File: config.mk
export PLATFORM = sky130hd
export DESIGN_NAME = fp_div_mant_iter
export DESIGN_NICKNAME = d
export VERILOG_FILES = /design/src/rtl/fp_div_mant_iter.sv
export SDC_FILE = /design/constraint.sdc
export NUM_CORES = 1
export LEC_CHECK = 0
export BUFFER_PORTS_ARGS = -buffer_cell sky130_fd_sc_hd__clkbuf_2
export CAP_MARGIN = 20
export CORE_AREA = 4 4 139 141
export DETAILED_ROUTE_END_ITERATION = 10
export DIE_AREA = 0 0 143 145
export GPL_ROUTABILITY_DRIVEN = 0
export PLACE_DENSITY = 0.67
export SLEW_MARGIN = 30
export SYNTH_ARGS = -nofsm -noshare
export SYNTH_HDL_FRONTEND = slang
export SYNTH_SLANG_ARGS = --single-unit
File: constraint.sdc
create_clock -name clk -period 2.8 [get_ports clk]
set_clock_uncertainty 0.15 [all_clocks]
set_input_delay 0.56 -clock clk [delete_from_list [all_inputs] [get_ports clk]]
set_output_delay 0.56 -clock clk [all_outputs]
set_load 0.03 [all_outputs]
File: src/rtl/fp_div_mant_iter.sv
// Iterative radix-2 restoring mantissa divider, one quotient bit per cycle.
// Produces the unnormalized quotient mantissa plus sticky and divide-by-zero.
module fp_div_mant_iter #(
    parameter int SP_STEPS = 49,
    parameter int HP_STEPS = 21
) (
    input  logic        clk,
    input  logic        rst,
    input  logic        start,
    input  logic        MODE_FP,
    input  logic [7:0]  EXP_A,
    input  logic [7:0]  EXP_B,
    input  logic [22:0] MANT_A,
    input  logic [22:0] MANT_B,
    output logic        busy,
    output logic        done,
    output logic [48:0] mant,
    output logic        sticky,
    output logic        div_zero
);

    typedef enum logic [1:0] {
        IDLE,
        RUN,
        DONE
    } state_t;

    state_t      state;
    logic        mode_q;
    logic [23:0] d_q;
    logic [25:0] r_q;
    logic [48:0] q_q;
    logic [5:0]  cnt;

    logic        h_a;
    logic        h_b;
    logic [23:0] n_in;
    logic [23:0] d_in;
    logic        ge;
    logic [25:0] r_sub;
    logic [48:0] q_next;

    always_comb begin
        h_a  = |EXP_A;
        h_b  = |EXP_B;
        n_in = MODE_FP ? {h_a, MANT_A} : {13'b0, h_a, MANT_A[9:0]};
        d_in = MODE_FP ? {h_b, MANT_B} : {13'b0, h_b, MANT_B[9:0]};
    end

    // R < 2D always, so the restored remainder fits in 25 bits before shifting
    always_comb begin
        ge     = r_q >= {2'b00, d_q};
        r_sub  = ge ? (r_q - {2'b00, d_q}) : r_q;
        q_next = {q_q[47:0], ge};
    end

    always_ff @(posedge clk) begin
        if (rst) begin
            state    <= IDLE;
            mode_q   <= 1'b0;
            d_q      <= '0;
            r_q      <= '0;
            q_q      <= '0;
            cnt      <= '0;
            busy     <= 1'b0;
            done     <= 1'b0;
            mant     <= '0;
            sticky   <= 1'b0;
            div_zero <= 1'b0;
        end else begin
            unique case (state)
                IDLE, DONE: begin
                    done  <= 1'b0;
                    state <= IDLE;
                    if (start) begin
                        mode_q <= MODE_FP;
                        d_q    <= d_in;
                        if (d_in == '0) begin
                            state    <= DONE;
                            done     <= 1'b1;
                            mant     <= '0;
                            sticky   <= 1'b0;
                            div_zero <= 1'b1;
                        end else begin
                            state <= RUN;
                            busy  <= 1'b1;
                            r_q   <= {2'b00, n_in};
                            q_q   <= '0;
                            cnt   <= MODE_FP ? 6'(SP_STEPS) : 6'(HP_STEPS);
                        end
                    end
                end
                RUN: begin
                    r_q <= {r_sub[24:0], 1'b0};
                    q_q <= q_next;
                    cnt <= cnt - 6'd1;
                    if (cnt == 6'd1) begin
                        state    <= DONE;
                        busy     <= 1'b0;
                        done     <= 1'b1;
                        mant     <= mode_q ? q_next
                                           : {28'b0, q_next[20:0]};
                        sticky   <= |r_sub;
                        div_zero <= 1'b0;
                    end
                end
                default: state <= IDLE;
            endcase
        end
    end

endmodule

==> Yosys cells after proc, flatten, opt, wreduce, memory -nomap -nowiden <==
Cells that the tools add are included.
{ "word_totals": {"ff_bits": 160, "out_inout_bits": 53, "wordCells": 70} }
{ "op_classes": {"add_sub_neg": 2, "magnitude_cmp": 1, "n_eq_ne": 7, "n_mux": 37, "reduce_logical": 12} }
{ "ops": {"columns": ["cell", "n"], "rows": [
  ["2-to-1 mux 49 bit", 4],
  ["one-hot mux 49 bit (2 select lines)", 1],
  ["2-to-1 mux 48 bit", 2],
  ["one-hot mux 48 bit (2 select lines)", 1],
  ["2-to-1 mux 26 bit", 3],
  ["one-hot mux 26 bit (2 select lines)", 1],
  ["2-to-1 mux 24 bit", 2],
  [">= comparator 26 x 24 -> 1 bit", 1],
  ["OR reduction 26 bit", 1],
  ["subtractor 26 x 24 -> 26 bit", 1],
  ["logical NOT 24 bit", 1],
  ["2-to-1 mux 6 bit", 3],
  ["OR reduction 8 bit", 2],
  ["one-hot mux 6 bit (2 select lines)", 1],
  ["2-to-1 mux 1 bit", 11],
  ["!= test 2 bit (second input constant)", 4],
  ["one-hot mux 1 bit (2 select lines)", 4],
  ["AND reduction 4 bit", 2],
  ["equality test 6 x 1 -> 1 bit (second input constant)", 1],
  ["2-to-1 mux 2 bit", 3],
  ["subtractor 6 x 1 -> 6 bit (second input constant)", 1],
  ["one-hot mux 2 bit (2 select lines)", 1],
  ["AND reduction 2 bit", 2],
  ["AND reduction 3 bit", 1],
  ["other kinds (5)", 5]
]} }

==> Depth between registers and ports, before layout <==
Gate-level depths: netlist of the first run.
{ "logic_depth": {"depth_word": 6, "depth_mapped": 15} }

==> Least setup slack after synthesis of the first run <==
OpenSTA, ideal clock, no wires.
{ "synth_timing": {"path_type": "register to register", "start": "reg r_q[0]", "end": "reg sticky", "t_arrival_ns": 2.690, "slack_ns": -0.170, "stages_incl_launch_ff": 14, "n_path_buf": 1, "period_less_slack_ns": 2.970, "path_cell_list": "dfxtp_1 -> inv_1 -> ha_1 -> inv_1 -> fa_1 -> a21oi_1 -> o21bai_4 -> nand4_1 -> a31oi_1 -> or2_1 -> buf_6 -> or4_4 -> a2111oi_4 -> a21oi_1"} }
{ "synth_between": {"elab_chain_cells": 5} }
{ "synth_rtl": {"columns": ["element", "line", "text"], "rows": [
  ["from (decl)", "31", "logic [25:0] r_q;"],
  ["from (signal assigned)", "87", "r_q <= {2'b00, n_in};"],
  ["from (signal assigned)", "94", "r_q <= {r_sub[24:0], 1'b0};"],
  ["subtractor 26 x 24 -> 26 bit / >= comparator 26 x 24 -> 1 bit (equally long branches)", "53, 52", null],
  ["2-to-1 mux 26 bit *", "53", "r_sub = ge ? (r_q - {2'b00, d_q}) : r_q;"],
  ["OR reduction 26 bit *", "103", "sticky <= |r_sub;"],
  ["2-to-1 mux 1 bit *", "97", "if (cnt == 6'd1) begin"],
  ["one-hot mux 1 bit (2 select lines) *", "71", "unique case (state)"],
  ["to (signal assigned)", "103", null],
  ["to (decl)", "18", "output logic sticky,"]
]} }
Every way passes the cells marked *; elsewhere a longest branch is shown, timed or not. The select of a mux whose other input is x is not followed.
A chain may end at the register's enable or synchronous reset.

==> Worst setup path after layout of the first run <==
Ends and elaborated chain as after synthesis.

==> metrics.md, run 1 <==
| Metric | Value |
|---|---|
| Hold violation total from the final report | `0` |
| Max cap viols | `0` |
| Tot Pwr | `~10 mW` |
| VDD IR max | `approximately 600 uV` |
| Hold Path Class | `in -> reg` |
| Power Dens Cells | `937 nW/um^2` |
| Crit. End Element | `flip-flop` |
| Detail Route Antenna Nets | `0` |
| Post-route design area | `roughly 11000 um^2` |
| Vias in the first global route | `a little over 8k` |
| Area growth syn-to-layout | `32.1%` |
| Core Box Area | `about 18000 um^2` |
| Startpoint Class | `flip-flop` |
| Syn nets | `about 1.2k` |
| First-pass GRT wire length | `41000 um` |
| Max Used Layer | `met4` |
| Post-synthesis xor/xnor area fraction | `0.0229` |
| Gr ovfl total | `0` |
| Clock insertion delay at the later pin of the skew report | `about 430 ps` |
| Sequential cell area | `3210 um^2` |
| Dpl cells | `between 1k and 1.5k` |
| Cell Rows | `49` |
| Ys async rst share | `0` |
| Detailed Place HPWL | `approximately 18000 um` |
| WL final | `approximately 26000 um` |
| Die height | `roughly 150 um` |
| Main combinational cell family by area after synthesis | `simple AND/OR/NAND/NOR gates` |
| R2R cell count | `15` |
| Clock root cell | `clkbuf_16` |
| Violations in the final reports | `negative setup slack` |
| EDFF count, synth | `0` |
| Post-route DRC | `0` |
| Clock slew at reported path FFs | `70 ps` |
| Diodes inserted | `0` |
| Worst EP arrival | `between 3000 and 4000 ps` |
| Final WS setup | `-173 ps` |
| DR pass1 iterations | `7` |
| Multi-input gate area | `4720 um^2` |
| CTS H-tree depth | `4` |
| Fmax | `roughly 340 MHz` |
| Synth Area in Compound Gates | `0.214` |
| Final Instance Count excl. Fillers | `roughly 1.5k` |
| Unrepaired setup endpoints after global routing | `true` |
| Share of layout cells above drive strength 1 | `0.283` |
| Final-stage net count | `1353` |
| Mux share of post-synthesis cell area | `0.00265` |
| Initial Util | `0.447` |
| Met1 WL | `about 11000 um` |
| CTS sink count | `160` |
| Hold_ws | `between 200 and 250 ps` |
| GRT Total Usage | `0.241` |
| CTS tree | `built` |
| Max Transition Viols Final | `0` |
| Most used DFF post-synth | `dfxtp_1` |
| Worst slew pin tran | `953 ps` |
| DIE AREA | `around 21000 um^2` |
| Netlist cell types | `58` |
| DP Area | `between 9000 and 10000 um^2` |
| Hold depth | `3` |
| Port Buf Inserts | `approximately 120` |
| Syn Std Cell Area | `~8000 um^2` |
| Simple-Gate Fraction of Synth Area | `0.257` |
| Total number of vias | `around 8.6k` |
| Status | `finished with violations` |
| Commonest non-fill, non-tap cell in the layout | `nand2_1` |
| Post-DR vias/cell | `roughly 5.7` |
| Seq/Total Area, Yosys | `0.399` |
| Met2 wire length | `between 10000 and 15000 um` |
| Initial DRC Count | `between 600 and 700` |
| Setup violators final | `8` |
| Fillcell total | `about 1.6k` |
| Worst endpoint required time | `2960 ps` |
| Initial antenna violation count | `0` |
| Avg Cell Area, Syn | `approximately 7.5 um^2` |
| Rel. slew slack | `0.365` |
| Most frequent cells in the layout | `200 x nand2_1, 156 x dfxtp_1, 154 x a21oi_1` |
| CTS Buf Count | `17` |
| Leakage | `~4.2 nW` |
| Largest net degree at the start of global routing | `86` |
| Die Width | `143 um` |
| CP max FO | `8` |
| Boundary pin count | `~120` |
| Clk buf depth | `2` |
| Warnings from Yosys | `0` |
| Kind of critical path | `reg -> reg` |
| Worst slack, placed | `-283 ps` |
| Met3 Routed Length | `between 1500 and 2000 um` |
| Synthesized instance count | `between 1k and 1.5k` |
| Post-Synth Adder-Cell Area | `0.0430` |
| Final Cycle Share | `1.06` |
| Wire per inst | `roughly 17 um` |
| Yosys reg bits | `160` |
| Crit path time final | `around 3000 ps` |
-- cells in the mapped netlist (2+ instances only) --
cell type / instances / area [um^2]
a2111o_1: 3 / 33.8
a211oi_1: 12 / 90.1
a21o_1: 6 / 45.0
a21oi_1: 159 / 796
a21oi_4: 2 / 32.5
a22oi_1: 3 / 22.5
a311oi_1: 10 / 87.6
a31oi_1: 20 / 125
a32oi_1: 3 / 26.3
and2_1: 11 / 68.8
and3_1: 3 / 18.8
buf_1: 8 / 30.0
buf_2: 7 / 35.0
buf_6: 3 / 33.8
clkbuf_1: 69 / 259
dfxtp_1: 160 / 3200
ha_1: 26 / 325
inv_1: 37 / 139
nand2_1: 203 / 762
nand2b_1: 5 / 31.3
nand3_1: 145 / 726
nand3b_1: 3 / 22.5
nand4_1: 13 / 81.3
nor2_1: 46 / 173
nor2b_1: 2 / 12.5
nor3_1: 8 / 40.0
nor4_1: 17 / 106
o211ai_1: 4 / 30.0
o21a_1: 2 / 15.0
o21ai_0: 30 / 150
o21ai_1: 4 / 20.0
o21bai_1: 5 / 37.5
o221ai_1: 2 / 17.5
xnor2_1: 12 / 105
xor2_1: 9 / 78.8
-- report_power, final --
group          internal [mW]  switching, mW  leakage [nW]
Combinational           2.37           2.78          2.59
Clock                   1.25           1.04         0.287
Sequential              2.40          0.112          1.30
Total                   6.02           3.93          4.17
-- kinds of logic (layout without fill, tap and decap cells) --
kind of cell    count (synthesis)  after routing
compound gates                282            282
xor+xnor                       21             21
fa+ha+maj                      27             27
buf+inv                       124            321
flops                         160            160
mux                             2              2
simple gates                  459            459
-- worst max-delay path: stages, from the launching register on --
cell	delay, ps
dfxtp_2	320
inv_2	70
ha_4	130
inv_2	40
fa_2	420
a21oi_4	220
o21bai_4	110
nand4_1	110
a31oi_2	110
buf_4	150
nor2_4	100
buf_6	140
a2111o_1	140
o211ai_1	160
a2111oi_2	370
a21oi_1	100
-- through the flow --
stage,utilization,TNS (ps)
2_1_floorplan,-,-28.7
3_3_place_gp,0.536,-558
3_5_place_dp,0.536,-494
4_1_cts,0.577,-104
5_1_grt,0.591,-2220
6_report,0.591,-670
-- metal layers --
metal  global-route usage  vias to the layer above
met5                    0                        -
met4               0.0851                        0
met3               0.0520                       65
met2                0.397                      313
met1                0.312                     4040
li1                     -                     4144
-- sequential cells by signal (all words and copies together), names as in the netlist --
name,cells
div_zero,1
done,1
r_q,26
cnt,6
state,2
sticky,1
d_q,24
mode_q,1
mant,49
q_q,48
busy,1
-- timing repair --
action                                 CTS  global route
cloned                                   0             1
setup endpoints to repair               10            25
buffers inserted                         1             8
endpoints found under the hold margin    0             0
pin swaps                               13            22
resized for setup                       34            41
hold buffers                             0             0
-- cell type report --
type | count | area share
multi-input cells | 791 | 0.445
flip-flops and latches | 160 | 0.302
clock buffers | 17 | 0.0401
well taps | 229 | 0.0270
clock inverters | 14 | 0.0139
inverters | 37 | 0.0131
repair buffers | 253 | 0.159
-- worst paths after layout --
| path | from | slack [ps] | end |
|---|---|---|---|
| max | r_q[0] | -170 | sticky |
| max reg2reg | r_q[0] | -170 | sticky |
| min reg2reg | d_q[12] | 300 | d_q[12] |
| min | MANT_B[7] | 210 | d_q[7] |
No activity file was read; power rests on OpenSTA's default activity.
==> run 2, diff against run 1 <==
- CORE_AREA: 4 4 139 141 -> 4 4 135 137
- DIE_AREA: 0 0 143 145 -> 0 0 139 141
- PLACE_DENSITY: 0.67 -> 0.71
==> metrics.md, run 2 (synthesis gave the netlist of run 1 again) <==
| Metric | Value |
|---|---|
| Wire per inst | `17.6 um (was 17.4 um)` |
| Cell Rows | `48 (was 49)` |
| Max Transition Viols Final | `0 (unchanged)` |
| Most frequent cells in the layout | `199 x nand2_1, 154 x a21oi_1, 151 x dfxtp_1 (was 200 x nand2_1, 156 x dfxtp_1, 154 x a21oi_1)` |
| Most flop-heavy register | `mant (unchanged)` |
| Setup violators final | `3 (was 8)` |
| Worst EP arrival | `3160 ps (was 3130 ps)` |
| Hold Path Class | `in -> reg (unchanged)` |
| Area growth syn-to-layout | `34.6% (was 32.1%)` |
| Tot Pwr | `10.2 mW (was 9.95 mW)` |
| GRT Total Usage | `0.253 (was 0.241)` |
| Largest net degree at the start of global routing | `86 (unchanged)` |
| Port Buf Inserts | `118 (unchanged)` |
| VDD IR max | `547 uV (was 600 uV)` |
| Crit. End Element | `flip-flop (unchanged)` |
| Final Instance Count excl. Fillers | `1492 (was 1501)` |
| Post-route DRC | `0 (unchanged)` |
| Total number of vias | `8739 (was 8562)` |
| Status | `finished with violations (unchanged)` |
| DIE AREA | `19600 um^2 (was 20700 um^2)` |
| WL final | `26200 um (was 26100 um)` |
| Boundary pin count | `119 (unchanged)` |
| Final Cycle Share | `1.07 (was 1.06)` |
| CTS H-tree depth | `4 (unchanged)` |
| CP max FO | `2 (was 8)` |
| Max cap viols | `0 (unchanged)` |
| Detail Route Antenna Nets | `0 (unchanged)` |
| CTS sink count | `160 (unchanged)` |
| Gr ovfl total | `0 (unchanged)` |
| Final core area utilization | `0.634 (was 0.591)` |
| Sequential cell area | `3210 um^2 (about the same)` |
| Fmax | `333 MHz (was 336 MHz)` |
| Final WS setup | `-202 ps (was -173 ps)` |
| Diodes inserted | `0 (unchanged)` |
| Die height | `141 um (was 145 um)` |
| Rel. slew slack | `0.390 (was 0.365)` |
| Vias in the first global route | `8288 (was 8105)` |
| CTS Buf Count | `17 (unchanged)` |
| Worst slew pin tran | `915 ps (was 953 ps)` |
| Kind of critical path | `reg -> reg (unchanged)` |
| Post-route design area | `10800 um^2 (was 10600 um^2)` |
| Initial Util | `0.471 (was 0.447)` |
| Detailed Place HPWL | `17600 um (was 18100 um)` |
| DP Area | `9610 um^2 (was 9620 um^2)` |
| Share of layout cells above drive strength 1 | `0.296 (was 0.283)` |
| Worst endpoint required time | `2960 ps (about the same)` |
| Clk buf depth | `2 (unchanged)` |
| Startpoint Class | `flip-flop (unchanged)` |
| Fillcell total | `1491 (was 1614)` |
| First-pass GRT wire length | `41000 um (about the same)` |
| Clock slew at reported path FFs | `70 ps (about the same)` |
| Post-DR vias/cell | `5.86 (was 5.70)` |
| Largest registers | `mant: 49 flops, q_q: 48 flops, r_q: 26 flops (unchanged)` |
| Unrepaired setup endpoints after global routing | `true (unchanged)` |
| Largest register FFs | `49 (unchanged)` |
| Multi-input gate area | `4870 um^2 (was 4720 um^2)` |
| Core Box Area | `17100 um^2 (was 18000 um^2)` |
| Die Width | `139 um (was 143 um)` |
| Clock insertion delay at the later pin of the skew report | `430 ps (about the same)` |
| Commonest non-fill, non-tap cell in the layout | `nand2_1 (unchanged)` |
| Setup_tns | `-232 ps (was -670 ps)` |
| CTS tree | `built (unchanged)` |
| Hold violation total from the final report | `0 (unchanged)` |
| Hold_ws | `201 ps (was 211 ps)` |
| Final-stage net count | `1347 (was 1353)` |
| Leakage | `4.19 nW (was 4.17 nW)` |
| DR pass1 iterations | `6 (was 7)` |
| Power Dens Cells | `946 nW/um^2 (was 937 nW/um^2)` |
| Initial antenna violation count | `0 (unchanged)` |
| Clock root cell | `clkbuf_16 (unchanged)` |
| Violations in the final reports | `negative setup slack (unchanged)` |
| Dpl cells | `1451 (was 1461)` |
| Crit path time final | `3000 ps (was 2970 ps)` |
| Initial DRC Count | `791 (was 615)` |
| Worst slack, placed | `-285 ps (was -283 ps)` |
[run 2: layout make-up]
class                   instances  share of cell area
multi-input cells             791               0.450
flip-flops and latches        160               0.297
repair buffers                247               0.156
well taps                     225              0.0260
clock buffers                  18              0.0397
inverters                      37              0.0128
clock inverters                14              0.0176
[run 2: routing by layer]
| layer | share of wire | track usage | vias up |
|---|---|---|---|
| li1 | - | - | 4136 |
| met4 | 0.038 | 0.102 | 0 |
| met5 | 0 | 0 | - |
| met3 | 0.081 | 0.0597 | 96 |
| met2 | 0.48 | 0.419 | 387 |
| met1 | 0.40 | 0.319 | 4120 |
[run 2: critical path, stage by stage, from the launching register on]
cell and delay, ps:
dfxtp_2 330, inv_1 40, ha_2 170, a2111o_1 430
buf_4 150, o21ai_1 280, o21ba_2 240, o21bai_1 130
xnor2_1 360, a31oi_1 170, a2111oi_2 310, a21oi_1 110
[run 2: path summary, 6_finish.rpt]
path / from / endpoint / slack (ps) / cells past startpoint
hold reg to reg: mant[45] / mant[45] / 300 / 2
setup reg to reg: d_q[3] / sticky / -200 / 11
setup / recovery: d_q[3] / sticky / -200 / 11
hold / removal: MANT_B[3] / d_q[3] / 200 / 3
[run 2: timing repair]
item / 4_1_cts / 5_1_grt
endpoints found under the setup margin: 14 / 24
hold buffers: 0 / 0
buffers inserted: 5 / 5
resized for setup: 52 / 53
pin swaps: 26 / 30
[run 2: where the power goes]
| group | switching (mW) | leakage [nW] | internal (mW) |
|---|---|---|---|
| combinational | 2.84 | 2.59 | 2.42 |
| clock | 1.08 | 0.296 | 1.37 |
| sequential | 0.131 | 1.30 | 2.40 |
| total | 4.05 | 4.19 | 6.19 |
==> run 3, diff against run 2 <==
- CELL_PAD_IN_SITES_DETAIL_PLACEMENT: default -> 0
- CELL_PAD_IN_SITES_GLOBAL_PLACEMENT: default -> 1
- CORE_AREA: 4 4 135 137 -> 4 4 151 153
- DIE_AREA: 0 0 139 141 -> 0 0 155 157
- PLACE_DENSITY: 0.71 -> default
- PLACE_DENSITY_LB_ADDON: default -> 0.1
==> metrics.md, run 3 (synthesis gave the netlist of run 1 again) <==
| Metric | Value |
|---|---|
| Status | `finished with violations (unchanged)` |
| Violations in the final reports | `negative setup slack (unchanged)` |
| Largest registers | `mant: 49 flops, q_q: 48 flops, r_q: 26 flops (unchanged)` |
| CP max stage delay | `450 ps (was 430 ps)` |
| Tot Pwr | `10.7 mW (was 10.2 mW)` |
| Boundary pin count | `119 (unchanged)` |
| Dpl cells | `1518 (was 1451)` |
| Max Transition Viols Final | `0 (unchanged)` |
| Initial Util | `0.373 (was 0.471)` |
| Int Pwr | `6.47 mW (was 6.19 mW)` |
| Setup violators final | `2 (was 3)` |
| CP bufs+invs | `1 (was 2)` |
| P_sw | `4.24 mW (was 4.05 mW)` |
| Post-DR vias/cell | `5.36 (was 5.86)` |
| CTS sink count | `160 (unchanged)` |
| Switch share | `0.396 (about the same)` |
| Commonest non-fill, non-tap cell in the layout | `nand2_1 (unchanged)` |
| Clk pwr share | `0.223 (was 0.239)` |
| CTS Hold Bufs | `0 (unchanged)` |
| Combinational cell fraction of total power | `0.543 (was 0.514)` |
| Largest register FFs | `49 (unchanged)` |
| Rel. slew slack | `0.544 (was 0.390)` |
| Clock insertion delay at the later pin of the skew report | `430 ps (about the same)` |
| CTS H-tree depth | `4 (unchanged)` |
| Worst path slowest cell | `a2111o_1 (unchanged)` |
| Hold depth | `3 (unchanged)` |
| Kind of critical path | `reg -> reg (unchanged)` |
| Top delay family on crit path | `compound AO/OA/AOI/OAI gates (unchanged)` |
| Port Buf Inserts | `118 (unchanged)` |
| Worst endpoint required time | `2960 ps (about the same)` |
| Total number of vias | `8398 (was 8739)` |
| Final WS setup | `-164 ps (was -202 ps)` |
| Hold Path Class | `in -> reg (unchanged)` |
| Clock slew at reported path FFs | `70 ps (about the same)` |
| Final core area utilization | `0.516 (was 0.634)` |
| Initial antenna violation count | `0 (unchanged)` |
| Detailed Place HPWL | `18900 um (was 17600 um)` |
| DR pass1 iterations | `4 (was 6)` |
| Worst EP arrival | `3130 ps (was 3160 ps)` |
| Unrepaired setup endpoints after global routing | `true (unchanged)` |
| Final Instance Count excl. Fillers | `1568 (was 1492)` |
| VDD IR max | `497 uV (was 547 uV)` |
| Hold_ws | `214 ps (was 201 ps)` |
| Worst-path cell chain | `inv_2 -> ha_4 -> a2111o_1 -> o21bai_4 -> nand4_1 -> a31oi_4 -> or2_4 -> or4_4 -> a2111oi_4 -> a21oi_1 (was inv_1 -> ha_2 -> a2111o_1 -> buf_4 -> o21ai_1 -> o21ba_2 -> o21bai_1 -> xnor2_1 -> a31oi_1 -> a2111oi_2 -> a21oi_1)` |
| GRT Total Usage | `0.218 (was 0.253)` |
| Die height | `157 um (was 141 um)` |
| Detail Route Antenna Nets | `0 (unchanged)` |
| Most flop-heavy register | `mant (unchanged)` |
| Gr ovfl total | `0 (unchanged)` |
| Startpoint Class | `flip-flop (unchanged)` |
| Core Box Area | `21600 um^2 (was 17100 um^2)` |
| First-pass GRT wire length | `42900 um (was 41000 um)` |
| Final-stage net count | `1369 (was 1347)` |
| Diodes inserted | `0 (unchanged)` |
| Hold violation total from the final report | `0 (unchanged)` |
| CTS tree | `built (unchanged)` |
| Area growth syn-to-layout | `38.4% (was 34.6%)` |
| R2R cell count | `10 (was 11)` |
| CP max FO | `4 (was 2)` |
| Clock root cell | `clkbuf_16 (unchanged)` |
| CTS Buf Count | `17 (unchanged)` |
| Crit. End Element | `flip-flop (unchanged)` |
| Fmax | `337 MHz (was 333 MHz)` |
| Post-route DRC | `0 (unchanged)` |
| Power Dens Cells | `963 nW/um^2 (was 946 nW/um^2)` |
| Final Cycle Share | `1.06 (was 1.07)` |
| Die Width | `155 um (was 139 um)` |
| Most frequent cells in the layout | `198 x nand2_1, 154 x dfxtp_1, 151 x a21oi_1 (was 199 x nand2_1, 154 x a21oi_1, 151 x dfxtp_1)` |
| Wire per inst | `17.5 um (was 17.6 um)` |
| DIE AREA | `24300 um^2 (was 19600 um^2)` |
| Worst slew pin tran | `684 ps (was 915 ps)` |
| Fillcell total | `2079 (was 1491)` |
| WL final | `27400 um (was 26200 um)` |
| Initial DRC Count | `449 (was 791)` |
| Largest net degree at the start of global routing | `86 (unchanged)` |
| Clk buf depth | `2 (unchanged)` |
| Cell Rows | `54 (was 48)` |
| Share of layout cells above drive strength 1 | `0.318 (was 0.296)` |
| Max cap viols | `0 (unchanged)` |
| Crit path time final | `2960 ps (was 3000 ps)` |
| Reg power frac | `0.234 (was 0.247)` |
| Cell count along the critical path | `10 (was 11)` |
| Vias in the first global route | `8043 (was 8288)` |
| Leakage | `4.32 nW (was 4.19 nW)` |
## run 3: cell count changes in the layout (fill, tap and decap cells not counted), sizes merged
cell,change
clkinv,-2
bufinv,-1
buf,+22
inv,+3
clkbuf,-1
## run 3: routing by layer
layer	up-vias	GRT usage	part of all wire
met5	-	0	0
met4	0	0.0538	0.016
met3	33	0.0393	0.036
met2	159	0.378	0.50
met1	4031	0.282	0.45
li1	4175	-	-
## run 3: cell type report
type	instances	area, um^2	share of cell area
clock buffer	17	425	0.0383
clock inverter	14	164	0.0147
inverter	37	139	0.0125
multi-input combinational	791	4950	0.446
sequential	160	3210	0.289
tap	280	350	0.0315
timing repair buffer	269	1880	0.169
## run 3: power by group through the flow
stage	logic (mW)	clock network, mW	registers, mW
2_1_floorplan	2.55	0	2.53
3_3_place_gp	4.36	0	2.54
3_5_place_dp	4.33	0	2.54
4_1_cts	4.84	2.44	2.49
5_1_grt	6.24	2.54	2.52
6_report	5.81	2.39	2.51
## run 3: path summary, 6_finish.rpt
check	start	to	slack, ps
max	d_q[4]	sticky	-160
min	MANT_B[5]	d_q[5]	210
max reg2reg	d_q[4]	sticky	-160
min reg2reg	mant[35]	mant[35]	300
## run 3: what timing repair did
action	in CTS	in global routing
endpoints found under the setup margin	26	25
setup buffers	5	16
gates resized for setup	41	89
pin swaps	22	48
endpoints found under the hold margin	0	0
## run 3: metrics by stage
stage / cell area [um^2] / setup WS [ps] / setup TNS [ps]
finish: 11100 / -164 / -184
global route: 11100 / -261 / -1440
CTS: 10600 / -85.9 / -85.9
detailed placement: 9770 / -401 / -3260
global placement: 9770 / -298 / -2580
floorplan: 8060 / -28.7 / -28.7
## run 3: worst min-delay path: stages
cell and delay, ps:
clkbuf_2 90, nand2_1 50, a21oi_1 50
